==> src/rtl/reg_file.sv <==
// reg_file: DEPTH x WIDTH register bank with one write port and two
// independently enabled, registered read ports. Entry 0 reads as zero.
// Optional same-edge write-to-read bypass: define REG_FILE_BYPASS_EN.
module reg_file #(
  parameter int WIDTH  = 32,
  parameter int ADDR_W = 5
) (
  input  logic              clk,
  input  logic              reset,
  input  logic              w_en,
  input  logic [ADDR_W-1:0] w_addr,
  input  logic [WIDTH-1:0]  w_data,
  input  logic              r_en1,
  input  logic [ADDR_W-1:0] r_addr1,
  output logic [WIDTH-1:0]  r_data1,
  input  logic              r_en2,
  input  logic [ADDR_W-1:0] r_addr2,
  output logic [WIDTH-1:0]  r_data2
);
  localparam int DEPTH = 2**ADDR_W;
  localparam int NRD   = 2;

  logic [DEPTH-1:0][WIDTH-1:0]  mem_q, mem_d;
  logic [NRD-1:0][WIDTH-1:0]    rd_q, rd_d;
  logic [NRD-1:0]               rd_en;
  logic [NRD-1:0][ADDR_W-1:0]   rd_addr;
  logic                         wr_ok;

  // read ports handled as a small array so both share one description
  assign rd_en   = {r_en2, r_en1};
  assign rd_addr = {r_addr2, r_addr1};
  assign wr_ok   = w_en && (w_addr != '0);

  assign r_data1 = rd_q[0];
  assign r_data2 = rd_q[1];

  // next storage state: single write port, entry 0 pinned to zero
  always_comb begin
    mem_d = mem_q;
    if (wr_ok) mem_d[w_addr] = w_data;
    mem_d[0] = '0;
  end

  // next read data: enabled ports load, disabled ports hold
  always_comb begin
    rd_d = rd_q;
    for (int p = 0; p < NRD; p++) begin
      if (rd_en[p]) begin
        if (rd_addr[p] == '0) begin
          rd_d[p] = '0;
        end
`ifdef REG_FILE_BYPASS_EN
        // same-edge write to the address being read forwards the new value
        else if (wr_ok && (w_addr == rd_addr[p])) begin
          rd_d[p] = w_data;
        end
`endif
        else begin
          rd_d[p] = mem_q[rd_addr[p]];
        end
      end
    end
  end

  // storage and read registers; async low reset clears everything at once
  always_ff @(posedge clk or negedge reset) begin
    if (!reset) begin
      mem_q <= '0;
      rd_q  <= '0;
    end else begin
      mem_q <= mem_d;
      rd_q  <= rd_d;
    end
  end

endmodule

==> config.mk <==
export PLATFORM = sky130hd
export DESIGN_NAME = reg_file
export DESIGN_NICKNAME = d
export VERILOG_FILES = /design/src/rtl/reg_file.sv
export SDC_FILE = /design/constraint.sdc
export NUM_CORES = 2
export LEC_CHECK = 0
export BUFFER_PORTS_ARGS = -buffer_cell sky130_fd_sc_hd__buf_2
export CORE_ASPECT_RATIO = 0.8
export CORE_MARGIN = 5
export CORE_UTILIZATION = 40
export DETAILED_ROUTE_END_ITERATION = 10
export PLACE_DENSITY = 0.67
export RECOVER_POWER = 50
export SLEW_MARGIN = 10
export SYNTH_ARGS = -nofsm -noshare
export SYNTH_HDL_FRONTEND = slang
export SYNTH_SLANG_ARGS = --single-unit
==> constraint.sdc <==
create_clock -name clk -period 3.1 [get_ports clk]
set_input_delay 0.62 -clock clk [delete_from_list [all_inputs] [get_ports clk]]
set_output_delay 0.62 -clock clk [all_outputs]
set_load 0.01 [all_outputs]
# After elaboration in Yosys (flattened, before gate mapping)
# Cells that the tools add are included.
[classes] magnitude_cmp=4 n_mux=9 reduce_logical=5
[ops] cell="bitwise mux 1024 bit" n=1
[ops] cell="binary-select mux 32 bit (select 5 bit)" n=2
[ops] cell="demux 32 bit (select 5 bit)" n=1
[ops] cell="two-way mux 32 bit" n=5
[ops] cell="less-than comparator 5 x 6 -> 1 bit, second input constant" n=3
[ops] cell="logical NOT 5 bit" n=2
[ops] cell="greater-or-equal comparator 5 x 1 -> 1 bit, second input constant" n=1
[ops] cell="nonzero test 5 bit" n=1
[ops] cell="logical AND 1 bit" n=2
[word_totals] register_bits=1056 in_bits=52 out_inout_bits=64 wordCells=51

# Longest topological paths before layout
[logic_depth] depth_word=5 ltp_mapped=10 depth_no_buf=5

# Least setup slack after synthesis
# No wires, ideal clock.
[synth_timing] path_type="input-to-reg" from="in r_addr1[3]" to="reg rd_q (netlist bit r_data1[16])" setup_time_ns=0.126 t_arrival_ns=2.295 required_ns=2.974 slack_ns=0.679 stages=5 path_buffers=2 cell_sequence="clkbuf_1 inv_1 clkbuf_1 mux4_2 a221o_1"
[synth_between] elab_chain_len=3 word_cells_on_any_way=4 cone_classes="3 x mux; 1 x reduce/logical"
[synth_rtl] item="from (decl)" line="14" text="input logic [ADDR_W-1:0] r_addr1,"
[synth_rtl] item="binary-select mux 32 bit (select 5 bit)" line="59" text="rd_d[p] = mem_q[rd_addr[p]];"
[synth_rtl] item="two-way mux 32 bit (not written as such)" line="59"
[synth_rtl] item="two-way mux 32 bit (*)" line="49" text="if (rd_addr[p] == '0) begin"
[synth_rtl] item="to (signal assigned)" line="72" text="rd_q <= rd_d;"
[synth_rtl] item="to (decl)" line="24" text="logic [NRD-1:0][WIDTH-1:0] rd_q, rd_d;"
# Mark *: on every way between the ends. The rest lies on a longest branch, timed or not. The select of a mux whose other input is x is not followed.
# A chain may end at the register's enable or synchronous reset.

# Worst setup path in the final report
[layout_timing] from="in w_addr[4]" to="reg mem_q[371] (netlist name)"
[layout_between] elab_chain_len=5 word_cells_on_any_way=8 cone_classes="2 x order compare; 3 x mux; 3 x reduce/logical"
[layout_rtl] item="from (decl)" line="11" text="input logic [ADDR_W-1:0] w_addr,"
[layout_rtl] item="less-than comparator 5 x 6 -> 1 bit (not written as such) or greater-or-equal comparator 5 x 1 -> 1 bit (tied branches)" line="40" text="if (wr_ok) mem_d[w_addr] = w_data;"
[layout_rtl] item="logical AND 1 bit (not written as such)" line="40"
[layout_rtl] item="two-way mux 32 bit (not written as such)" line="40"
[layout_rtl] item="demux 32 bit (select 5 bit)" line="40"
[layout_rtl] item="bitwise mux 1024 bit" line="40"
[layout_rtl] item="to (signal assigned)" line="71" text="mem_q <= mem_d;"
[layout_rtl] item="to (decl)" line="23" text="logic [DEPTH-1:0][WIDTH-1:0] mem_q, mem_d;"
# Several ways; a longest one is shown, not always the timed one.

==> results summary <==
The first TritonRoute pass finished after 5 iterations. Once the clock tree was built, the resizer swapped 0 gates to a different size. The post-layout net count is 3,884. The number of warnings reported in the yosys synthesis log came out at 0. The placeable core area came out at 138,000 µm². For this run, the slowest stage of the critical path takes 1.13 ns. In this run, flip-flops and latches consume 45.6% of the power.

The internal power component came out at 0.0296 W. Yosys mapped a number of flops with a built-in enable equal to 0. The fraction of final layout cells sized beyond drive strength 1 came out at 50.9%. The register bit count reported by yosys is 1,056. The vias after detailed routing came out at 37,000. The worst endpoint required time came out at 3.68 ns.

The switching power came out at 0.0112 W. The highest clock rate is 381 MHz. In this run the power density over the cells is 647 nW/µm². The initial antenna violation count came out at 12. The clock group share of total power is 34.9%. The number of top-level pins is 116. The number of max-slew violations in the final report came out at 72.

The initial detailed-routing violation count is 3,946. The element type at the critical path end is a register. The number of sinks on the clock net came out at 1,056. The critical path in this run is classified as input pin to register. The final total negative setup slack came out at 0 ns. The sum of net half-perimeters after detailed placement is 118,000 µm. The number of cells in the finished layout apart from fillers came out at 5,794. CTS built an H-tree with a depth of 3. The number of hold buffers added after CTS is 1. The cell count after placement is 5,575. In the finished design, the share of the clock period the worst path needs comes to 84.6%.

The clock reaches the later pin of the worst-skew pair after 0.72 ns. Port buffering added 115 buffers. The switching power share of the total is 27.4%. The area of the die came out at 146,000 µm².

The portion of the post-synthesis area used by sequential elements came out at 47.6%. The cell with the largest stage delay on the worst path is clkbuf_2. The number of post-CTS setup repair buffers is 0. Across every metal layer, demand over resource in global routing totals 25.1%. The floorplan has 122 rows. Hold is met by 0.447 ns. Using the TritonRoute via totals, the vias-per-cell ratio works out to 6.38. The routed design could run at a clock period as short as 2.62 ns. The post-detailed-route wirelength per cell came out at 31.9 µm. The first-pass GRT wire length came out at 271,000 µm. The static leakage is 27.3 nW. The chip width is 426 µm. The CTS tree is yes. Clock-pin slew was measured on the worst setup and hold paths at 0.06 ns. The via count of the first global-routing pass was 37,800.

The async set or reset register ratio after synthesis is 100%. Setup repair after global routing left no endpoint under its margin. The mean post-synth cell area came out at 14.8 µm². The checks that failed: capacitance limit, slew limit.

The highest fanout seen on the critical path came out at 26. The synthesized netlist net count came out at 3,805. The area of the mapped netlist is 55,500 µm². The root buffer cell is clkbuf_16. The largest net degree at the start of global routing came out at 82.

After detailed routing, the number of remaining DRC violations is 0. The worst pin sits at a relative slew slack of -20.2%. The count of unique library cells instantiated by Yosys came out at 49.

The congestion estimate from routability-driven global placement came to 0.862. The pin slew with the least headroom to its limit is 1.80 ns. Walking the worst path, the cells encountered are clkbuf_1, nand2b_1, nor2_1, clkbuf_2, mux2_2. The buffer depth of the longest clock path is 3.

The worst clock skew is 0.0289 ns. The worst path arrival time came out at 3.20 ns. The run finished, with violations left.

The setup violation total in the final timing report came out at 0. From synthesis to final layout, the design area changed by 13.5%. The number of buffers inserted during clock tree synthesis is 114. From bottom edge to top edge, the die measures 343 µm. The total wire length came out at 185,000 µm. The filler cells instantiated in the layout total 12,100. The number of routed nets with antenna violations came out at 0. Across the VDD grid, the largest voltage drop is 0.455 mV.

Max-cap violations in this run came to 4. The kind of start point of the critical path is an input pin. The final number of hold-violating endpoints is 0.

The portion of total power attributed to combinational logic is 19.5%. The family of cells with the greatest summed delay on the critical path is buffers and inverters. Summed over all layers, the global routing overflow is 0. The effective utilization at floorplan is 40.2%. The most used flip-flop cell after synthesis is dfrtp_1. In this run the worst hold path is classified as input pin to async pin. Synthesis produced 3,753 cells.

The count of buffering cells on the critical path with inverters included is 2.
## power groups by stage
stage               logic (W)  clock network (W)  registers (W)
CTS                   0.00796             0.0144         0.0185
global placement      0.00773                  0         0.0186
detailed placement    0.00792                  0         0.0187
floorplan             0.00594                  0         0.0180
finish                0.00793             0.0142         0.0186
global route          0.00850             0.0149         0.0189
## worst register-to-register path, cell delays in order, from the launching register on
cell	delay, ns
dfrtp_1	0.39
mux4_2	0.45
nor2b_1	0.12
nor3_1	0.05
a311oi_1	0.71
o41ai_1	0.17
## layout make-up
type                       count  area, µm²  area share, %
antenna                        5       12.5         0.0199
multi-input combinational   2282      27100           43.0
timing repair buffer         371       3130           4.97
inverter                       7       26.3         0.0417
clock buffer                 162       3380           5.36
clock inverter                51        567          0.901
tap                         1860       2330           3.70
sequential                  1056      26400           42.0
## placed cells by master, fill, tap and decap left out, drive strengths merged, types with 26 or more instances in the layout
cell type and n:
a211oi 56, a221o 26, a221oi 82, a22oi 48, buf 323, clkbuf 209, clkinv 34, dfrtp 1056
mux2 1056, mux2i 141, mux4 399, nand2 62, nand2b 37, nor2 46, nor2b 72, nor3 47
o22ai 52, o41ai 45
## registers in the layout (all words and copies together) (netlist names)
register and flops:
mem_q 992, r_data2 32, r_data1 32
## cell usage after synthesis (all sizes together), types with 48 or more instances
library cell | count | area [µm²]
buf | 234 | 1390
a22oi | 48 | 360
a221oi | 82 | 718
o22ai | 52 | 325
dfrtp | 1056 | 26400
nand2 | 62 | 233
mux2 | 1056 | 11900
nor2b | 72 | 450
a211oi | 56 | 420
mux4 | 399 | 9060
clkbuf | 174 | 659
mux2i | 141 | 1410
## path summary, 6_finish.rpt
check	depth (start not counted)	start	slack, ns	to
max	5	w_addr[4]	0.48	mem_q[371]$_DFFE_PN0P_
min	2	reset	0.45	mem_q[935]$_DFFE_PN0P_
max in group asynchronous	3	reset	0.74	mem_q[629]$_DFFE_PN0P_
min in group clk	5	r_en2	0.48	r_data2[12]$_DFFE_PN0P_
min reg2reg	2	r_data2[24]$_DFFE_PN0P_	0.49	r_data2[24]$_DFFE_PN0P_
max reg2reg	5	mem_q[53]$_DFFE_PN0P_	1.03	r_data2[21]$_DFFE_PN0P_
## logic make-up after synthesis
kind of cell	count (synthesis)	share of synthesized area, %
muxes	1596	40.3
DFF	1056	47.6
buffers and inverters	415	3.75
AOI/OAI and AO/OA	366	5.26
and+or+nand+nor	320	3.02
## routing by layer
| metal | part of all wire [%] | wire (µm) | GRT usage (%) |
|---|---|---|---|
| met5 | 0.0059 | 11 | 0 |
| met4 | 4.7 | 8770 | 10.4 |
| met3 | 8.5 | 15700 | 5.30 |
| met2 | 45 | 83300 | 38.2 |
| met1 | 42 | 77100 | 35.1 |
## stage by stage
step / power (W) / setup slack, ns / cell area [µm²] / utilization, %
after global routing: 0.0423 / 0.492 / 62900 / 45.6
after detailed placement: 0.0267 / 0.218 / 59300 / 43.0
after floorplan: 0.0239 / 0.679 / 55500 / -
after CTS: 0.0409 / 0.911 / 63200 / 45.8
after global placement: 0.0263 / 0.165 / 59300 / 43.0
final: 0.0407 / 0.478 / 62900 / 45.6
(Power assumes the default switching activity.)
